### src/rtl/uart_pkg.sv
// Shared types and constants for the UART receive path (and the future transmitter).
package uart_pkg;

   localparam int OVERSAMPLE = 16;

   typedef enum logic [2:0] {
      IDLE,
      START,
      DATA,
      PARITY,
      STOP,
      WAIT_IDLE
   } rx_state_e;

   typedef struct packed {
      logic brk;
      logic overrun;
      logic parity;
      logic framing;
   } rx_err_t;

   // One spare bit so that acc + increment never wraps before the compare.
   function automatic int acc_width(input int clk_rate);
      return $clog2(clk_rate) + 1;
   endfunction

endpackage

### src/rtl/uart_os_tick_gen.sv
// Fractional 16x oversample tick generator: phase accumulator with zero long-term rate error.
module uart_os_tick_gen
   import uart_pkg::*;
#(
   parameter int CLK_RATE  = 100_000_000,
   parameter int BAUD_RATE = 115200
) (
   input  logic CLK_I,
   input  logic RST_NI,
   input  logic sync_clr,
   output logic os_tick
);

   localparam int           W    = acc_width(CLK_RATE);
   localparam logic [W-1:0] INC  = W'(BAUD_RATE * OVERSAMPLE);
   localparam logic [W-1:0] RATE = W'(CLK_RATE);
   localparam logic [W-1:0] HALF = W'(CLK_RATE / 2);

   logic [W-1:0] acc_q;
   logic [W-1:0] sum;

   assign sum = acc_q + INC;

   // NOTE: flops are written with non-blocking assignments only, so every
   // always_ff reads the pre-edge value of every other flop.
   always_ff @(posedge CLK_I or negedge RST_NI) begin
      if (!RST_NI) begin
         acc_q   <= '0;
         os_tick <= 1'b0;
      end else if (sync_clr) begin
         // Starting half-way phase-aligns the first tick to the detected edge.
         acc_q   <= HALF;
         os_tick <= 1'b0;
      end else if (sum >= RATE) begin
         acc_q   <= sum - RATE;
         os_tick <= 1'b1;
      end else begin
         acc_q   <= sum;
         os_tick <= 1'b0;
      end
   end

endmodule

### src/rtl/uart_rx_ext.sv
// Parametrised UART receiver, 16x oversampled with 3-sample majority vote.
// Optional parity bit compiled in with UART_RX_PARITY_EN.
module uart_rx_ext
   import uart_pkg::*;
#(
   parameter int CLK_RATE   = 100_000_000,
   parameter int BAUD_RATE  = 115200,
   parameter int DATA_BITS  = 8,
   parameter int STOP_BITS  = 1,
   parameter int PARITY_ODD = 0
) (
   input  logic                 CLK_I,
   input  logic                 RST_NI,
   input  logic                 RX_I,
   output logic [DATA_BITS-1:0] DATA_O,
   output logic                 VALID_O,
   input  logic                 READY_I,
   output logic [3:0]           ERR_O,
   output logic                 BUSY_O
);

   if (CLK_RATE < 2 * OVERSAMPLE * BAUD_RATE) begin : g_bad_rate
      $error("uart_rx_ext: CLK_RATE must be at least 32x BAUD_RATE");
   end
   if (DATA_BITS < 5 || DATA_BITS > 9) begin : g_bad_data
      $error("uart_rx_ext: DATA_BITS must be 5..9");
   end
   if (STOP_BITS < 1 || STOP_BITS > 2) begin : g_bad_stop
      $error("uart_rx_ext: STOP_BITS must be 1 or 2");
   end
   if (PARITY_ODD < 0 || PARITY_ODD > 1) begin : g_bad_par
      $error("uart_rx_ext: PARITY_ODD must be 0 or 1");
   end

`ifdef UART_RX_PARITY_EN
   localparam rx_state_e AFTER_DATA = PARITY;
`else
   localparam rx_state_e AFTER_DATA = STOP;
`endif

   logic                 rx_meta, rx_sync, rx_prev, fall;
   logic                 os_tick, sync_clr, commit;
   logic                 tick9, bit_end, last_stop;
   rx_state_e            state_q, state_d;
   logic [3:0]           os_cnt, bit_cnt;
   logic                 stop_cnt;
   logic                 s7_q, s8_q, vote;
   logic [DATA_BITS-1:0] sreg, data_q;
   logic                 fr_q, brk_q, fr_next, brk_next, par_zero, par_err_now;
   logic                 valid_q;
   rx_err_t              err_q, err_new;
`ifdef UART_RX_PARITY_EN
   logic                 par_bit_q, par_err_q;
`endif

   always_ff @(posedge CLK_I or negedge RST_NI) begin
      if (!RST_NI) {rx_meta, rx_sync, rx_prev} <= 3'b111;
      else         {rx_meta, rx_sync, rx_prev} <= {RX_I, rx_meta, rx_sync};
   end

   uart_os_tick_gen #(
      .CLK_RATE (CLK_RATE),
      .BAUD_RATE(BAUD_RATE)
   ) u_tick (
      .CLK_I   (CLK_I),
      .RST_NI  (RST_NI),
      .sync_clr(sync_clr),
      .os_tick (os_tick)
   );

   assign fall      = rx_prev & ~rx_sync;
   assign tick9     = os_tick && (os_cnt == 4'd9);
   assign bit_end   = os_tick && (os_cnt == 4'd15);
   assign last_stop = (STOP_BITS == 1) || stop_cnt;
   assign vote      = (s7_q & s8_q) | (s7_q & rx_sync) | (s8_q & rx_sync);

`ifdef UART_RX_PARITY_EN
   assign par_zero    = ~par_bit_q;
   assign par_err_now = par_err_q;
`else
   assign par_zero    = 1'b1;
   assign par_err_now = 1'b0;
`endif

   // Break is judged on the first stop bit only; framing accumulates over all of them.
   assign fr_next  = fr_q | ~vote;
   assign brk_next = stop_cnt ? brk_q : ((sreg == '0) && par_zero && !vote);
   assign err_new  = '{brk: brk_next, overrun: 1'b0, parity: par_err_now, framing: fr_next};

   always_ff @(posedge CLK_I or negedge RST_NI) begin
      if (!RST_NI) state_q <= IDLE;
      else         state_q <= state_d;
   end

   // NOTE: every output of this block gets a default first, so no path leaves
   // a signal unassigned and no latch is inferred.
   always_comb begin
      state_d  = state_q;
      sync_clr = 1'b0;
      commit   = 1'b0;
      case (state_q)
         IDLE: if (fall) begin
            state_d  = START;
            sync_clr = 1'b1;
         end
         START: begin
            if (tick9 && vote) state_d = IDLE;
            else if (bit_end)  state_d = DATA;
         end
         DATA: if (bit_end && (bit_cnt == 4'(DATA_BITS - 1))) state_d = AFTER_DATA;
`ifdef UART_RX_PARITY_EN
         PARITY: if (bit_end) state_d = STOP;
`endif
         STOP: if (tick9 && last_stop) begin
            commit  = 1'b1;
            state_d = (fr_next || brk_next) ? WAIT_IDLE : IDLE;
         end
         WAIT_IDLE: if (rx_sync) state_d = IDLE;
         default: state_d = IDLE;
      endcase
   end

   always_ff @(posedge CLK_I or negedge RST_NI) begin
      if (!RST_NI) begin
         os_cnt   <= '0;
         bit_cnt  <= '0;
         stop_cnt <= 1'b0;
         s7_q     <= 1'b1;
         s8_q     <= 1'b1;
         sreg     <= '0;
         fr_q     <= 1'b0;
         brk_q    <= 1'b0;
`ifdef UART_RX_PARITY_EN
         par_bit_q <= 1'b0;
         par_err_q <= 1'b0;
`endif
      end else if (sync_clr) begin
         os_cnt   <= '0;
         bit_cnt  <= '0;
         stop_cnt <= 1'b0;
         fr_q     <= 1'b0;
         brk_q    <= 1'b0;
`ifdef UART_RX_PARITY_EN
         par_bit_q <= 1'b0;
         par_err_q <= 1'b0;
`endif
      end else if (os_tick) begin
         os_cnt <= os_cnt + 4'd1;
         if (os_cnt == 4'd7) s7_q <= rx_sync;
         if (os_cnt == 4'd8) s8_q <= rx_sync;
         if (os_cnt == 4'd9) begin
            case (state_q)
               DATA: sreg <= {vote, sreg[DATA_BITS-1:1]};
`ifdef UART_RX_PARITY_EN
               PARITY: begin
                  par_bit_q <= vote;
                  par_err_q <= ((^sreg) ^ vote) != 1'(PARITY_ODD);
               end
`endif
               STOP: begin
                  fr_q  <= fr_next;
                  brk_q <= brk_next;
               end
               default: ;
            endcase
         end
         if (os_cnt == 4'd15) begin
            if (state_q == DATA) bit_cnt  <= bit_cnt + 4'd1;
            if (state_q == STOP) stop_cnt <= 1'b1;
         end
      end
   end

   // Single-entry output register; a word arriving while one is still held is dropped.
   always_ff @(posedge CLK_I or negedge RST_NI) begin
      if (!RST_NI) begin
         valid_q <= 1'b0;
         data_q  <= '0;
         err_q   <= '0;
      end else if (commit) begin
         if (!valid_q || READY_I) begin
            valid_q <= 1'b1;
            data_q  <= sreg;
            err_q   <= err_new;
         end else begin
            err_q.overrun <= 1'b1;
         end
      end else if (valid_q && READY_I) begin
         valid_q <= 1'b0;
      end
   end

   assign DATA_O  = data_q;
   assign VALID_O = valid_q;
   assign ERR_O   = err_q;
   assign BUSY_O  = (state_q != IDLE);

endmodule

### config.mk
export PLATFORM = sky130hd
export DESIGN_NAME = uart_rx_ext
export DESIGN_NICKNAME = d
export VERILOG_FILES = /design/src/rtl/uart_pkg.sv /design/src/rtl/uart_os_tick_gen.sv /design/src/rtl/uart_rx_ext.sv
export SDC_FILE = /design/constraint.sdc
export NUM_CORES = 1
export LEC_CHECK = 0
export ABC_AREA = 0
export BUFFER_PORTS_ARGS = -buffer_cell sky130_fd_sc_hd__buf_2
export CAP_MARGIN = 20
export CORE_MARGIN = 2
export CORE_UTILIZATION = 35
export CTS_CLUSTER_SIZE = 28
export DETAILED_ROUTE_END_ITERATION = 12
export SYNTH_ARGS = -nofsm -noshare
export SYNTH_HDL_FRONTEND = slang
export SYNTH_SLANG_ARGS = --single-unit
### constraint.sdc
create_clock -name CLK_I -period 3.2 [get_ports CLK_I]
set_clock_uncertainty 0.2 [all_clocks]
set_input_delay 0.32 -clock CLK_I [delete_from_list [all_inputs] [get_ports CLK_I]]
set_output_delay 0.32 -clock CLK_I [all_outputs]
set_load 0.01 [all_outputs]
==> key figures <==
Outcome
  • Status: complete, no violations

Critical path
  • R2r startpoint: u_tick.acc_q[13]
  • Worst R2R Setup Slack: around 0.18 ns
  • Critical path class: reg -> reg
  • Critical Path Sink: u_tick.acc_q[10]
  • R2R Path End: u_tick.acc_q[10]
  • Worst-path maximum fanout: 11
  • Crit end category: flip-flop
  • Critical Path RT: between 3 and 4 ns
  • Reg2Reg Depth: 10
  • Worst Setup SP: u_tick.acc_q[13]
  • Crit start category: flip-flop
  • CP arrival: just over 3 ns

Logic synthesis
  • Ys flop type: dfrtp_1
  • Cell taking the most area after synthesis: dfrtp_1
  • Net Count, Synth: around 340
  • Synth Area in Simple Gates: approximately a fifth
  • Synth top area share: between 40% and 50%
  • Largest family of logic cells by synthesized area: simple AND/OR/NAND/NOR gates
  • Xor and xnor area share after synthesis: 7.24%
  • Post-Syn Area: between 3000 and 4000 µm²
  • Synth cell types: 56
  • Mean post-synth cell area: between 9 and 10 µm²
  • EDFF count, synth: 0
  • Post-synth ARST share: between 90% and 100%
  • Number of synthesized register bits: 61
  • Sequential area share after synthesis: between 40% and 50%
  • Largest cells by area after synthesis: dfrtp_1 (43%), mux2_2 (5.5%), dfstp_2 (4.0%)
  • Mux cell area share after synthesis: around 6%
  • Adder-Cell Fraction of Synth Area: under 10%
  • Post-Syn Instances: ~330
  • Yosys warnings: 0
  • Compound-Gate Fraction of Synth Area: between 10% and 20%

Final layout
  • Final antenna diode count: 0
  • Fin util: around 40%
  • Fin cells: 475
  • Final nets: between 300 and 400
  • Layout fillers: 863
  • Layout area overhead: 14.1%
  • Share of layout cells above drive strength 1: around a fifth

Die
  • Die height: between 100 and 150 µm
  • # IOs: 18
  • CORE AREA: ~9200 µm²
  • Starting Density: approximately 36%
  • Die W: slightly above 100 µm
  • Die area: roughly 10000 µm²
  • Row cnt: 35

STA
  • Final setup margin: about 0.18 ns
  • Final Hold Viols: 0
  • Period Utilization, post-route: ~94%
  • Setup TNS after final layout: 0 ns
  • Final max-slew violation count: 0
  • Post-layout min period: just over 3 ns
  • Slew HR: 48.5%
  • RSZ-0062 raised after global routing: yes
  • Setup Viol. Count Final: 0
  • Max Freq: about 330 MHz
  • Slew @ Worst Pin: between 0.7 and 0.8 ns

Detailed routing
  • DRT Pass-1 Iters: 5
  • Routed WL: 6.66 mm
  • Routed len/inst: around 14 µm
  • DRC errors left: 0
  • Antenna-violating nets left: 0
  • Vias: around 2.4k
  • Detailed Route Iter0 Violations: ~120
  • DR vias/cell: 5.14

Place
  • Final HPWL DP: ~4.6 mm
  • GP Congestion: 0.805
  • Pre-CTS WS: -0.0928 ns
  • Placed Cells incl. Taps: between 400 and 500
  • Number of buffers added on ports: 16

Clocking
  • Num CTS Buffers: 9
  • Clk slew on worst S/H paths: around 0.07 ns
  • CTS Root Cell: clkbuf_8
  • Clock Path Buffers: 2
  • CTS tree: built
  • Clock sinks: a little over 60
  • H-tree Lvls: 3
  • Clock insertion delay at the later pin of the skew report: between 0.3 and 0.4 ns

GRT
  • Initial antenna violation count: 0
  • First-pass GRT wire length: ~11 mm
  • Gr ovfl total: 0
  • Pin count of the biggest net entering global routing: 39
  • GRT Overall Usage: roughly 14%
  • Vias in the first global route: between 2k and 2.5k

Flow run
  • Max-cap viol count: 0

Power and ir drop
  • Max VDD drop: between 0.2 and 0.3 mV
  • Power Density: a little over 800 nW/µm²
  • Power, Total: around 3.0 mW
  • Lkg Pwr: roughly 1.7 nW

Min path
  • Worst hold-check path type: in -> reg
[metrics by stage]
stage	area [µm²]	hold slack, ns
2_1_floorplan	3260	-0.176
3_3_place_gp	3500	-0.0619
3_5_place_dp	3500	-0.0591
4_1_cts	3710	0.0339
5_1_grt	3730	0.0367
6_report	3730	0.0525
[kinds of logic (layout without fill, tap and decap cells)]
family	Yosys count	after routing
muxes	18	18
other	1	1
buffers and inverters	29	60
and+or+nand+nor	129	129
DFF	61	61
xor gates and xnor gates	27	27
AOI/OAI and AO/OA	58	59
adders and majority gates	9	9
[how the worst min path moves through the flow]
stage,from,to,slack (ns),cells after the start
floorplan,RST_NI,DATA_O[0],-0.18,0
global placement,RST_NI,DATA_O[0],-0.06,1
detailed placement,RST_NI,DATA_O[1],-0.06,1
CTS,READY_I,VALID_O,0.03,3
global route,READY_I,VALID_O,0.04,3
finish,READY_I,VALID_O,0.05,3
[critical path, cell delays in order (launching register included)]
cell      delay (ns)
dfrtp_1         0.45
ha_1            0.30
nand4_1         0.18
a21oi_1         0.22
xor2_1          0.25
and3_4          0.24
nand3_1         0.19
o21bai_2        0.51
nand2_1         0.13
xor2_1          0.17
nor2_1          0.05
[cells in the mapped netlist, types with 2 or more instances]
cell type,instances
a211oi_1,5
a21o_1,3
a21oi_1,16
and2_1,4
and3_1,3
buf_2,2
buf_4,3
clkbuf_1,8
dfrtp_1,56
dfstp_2,5
ha_1,8
inv_1,16
mux2_2,16
mux2i_1,2
nand2_1,35
nand2b_1,5
nand3_1,10
nand3b_1,2
nand4_1,8
nand4b_1,4
nor2_1,33
nor2b_1,2
nor3_1,5
nor3b_1,2
nor3b_2,2
o2111ai_1,2
o21a_1,3
o21ai_0,16
o31a_1,2
o32ai_1,2
or4_1,2
xnor2_1,14
xor2_1,13
[area by class of cell]
cell class | instances | area, µm² | share of cell area (%)
Multi-Input combinational cell | 243 | 1630 | 43.7
Sequential cell | 61 | 1530 | 41.1
Timing Repair Buffer | 28 | 175 | 4.70
Tap cell | 111 | 139 | 3.73
Clock buffer | 10 | 128 | 3.43
Clock inverter | 6 | 63.8 | 1.71
Inverter | 16 | 60.1 | 1.61
[per-layer routing]
layer / vias up / wire length (µm) / global-route usage [%]
li1: 1207 / - / -
met1: 1195 / 3150 / 18.5
met2: 36 / 3260 / 23.0
met3: 4 / 200 / 3.74
met4: 0 / 45 / 4.95
met5: - / 0 / 0
[report_power, final]
| group | internal, mW | switching, mW |
|---|---|---|
| Combinational | 0.511 | 0.707 |
| Sequential | 0.931 | 0.200 |
| Clock | 0.358 | 0.319 |
[registers in the layout, summed over array words and instances, names as in the netlist, 3 cells and up]
signal	flops
u_tick.acc_q	21
DATA_O	8
sreg	8
bit_cnt	4
os_cnt	4
ERR_O	3
state_q	3
[placed cells by master, fill, tap and decap left out, types with 2 or more instances in the layout]
| master | count |
|---|---|
| nor3b_2 | 2 |
| nand2_1 | 35 |
| nand4b_1 | 4 |
| o21a_1 | 3 |
| o2111ai_1 | 2 |
| o31a_1 | 2 |
| and3_1 | 3 |
| nor2b_1 | 2 |
| xnor2_1 | 14 |
| buf_4 | 10 |
| mux2i_1 | 2 |
| nand2b_1 | 5 |
| clkinv_2 | 2 |
| nor2_1 | 33 |
| ha_1 | 8 |
| nand3_1 | 10 |
| inv_1 | 16 |
| buf_2 | 16 |
| o32ai_1 | 2 |
| a21oi_1 | 16 |
| o21ai_0 | 16 |
| nor3_1 | 5 |
| a211oi_1 | 5 |
| mux2_2 | 16 |
| nand3b_1 | 2 |
| clkinvlp_4 | 2 |
| nand4_1 | 8 |
| dlygate4sd3_1 | 2 |
| xor2_1 | 13 |
| clkbuf_8 | 9 |
| and2_1 | 4 |
| dfrtp_1 | 56 |
| nor3b_1 | 2 |
| dfstp_2 | 5 |
| a21o_1 | 3 |
| or4_1 | 2 |
[repair_timing]
item / 4_1_cts / 5_1_grt
endpoints found under the hold margin: 57 / 0
endpoints found under the setup margin: 8 / 7
gates resized for setup: 1 / 0
gates cloned: 0 / 1
hold buffers: 2 / 0
setup buffers: 0 / 0
pin swaps: 0 / 1
Note: power is estimated with default switching activity, not from simulation.
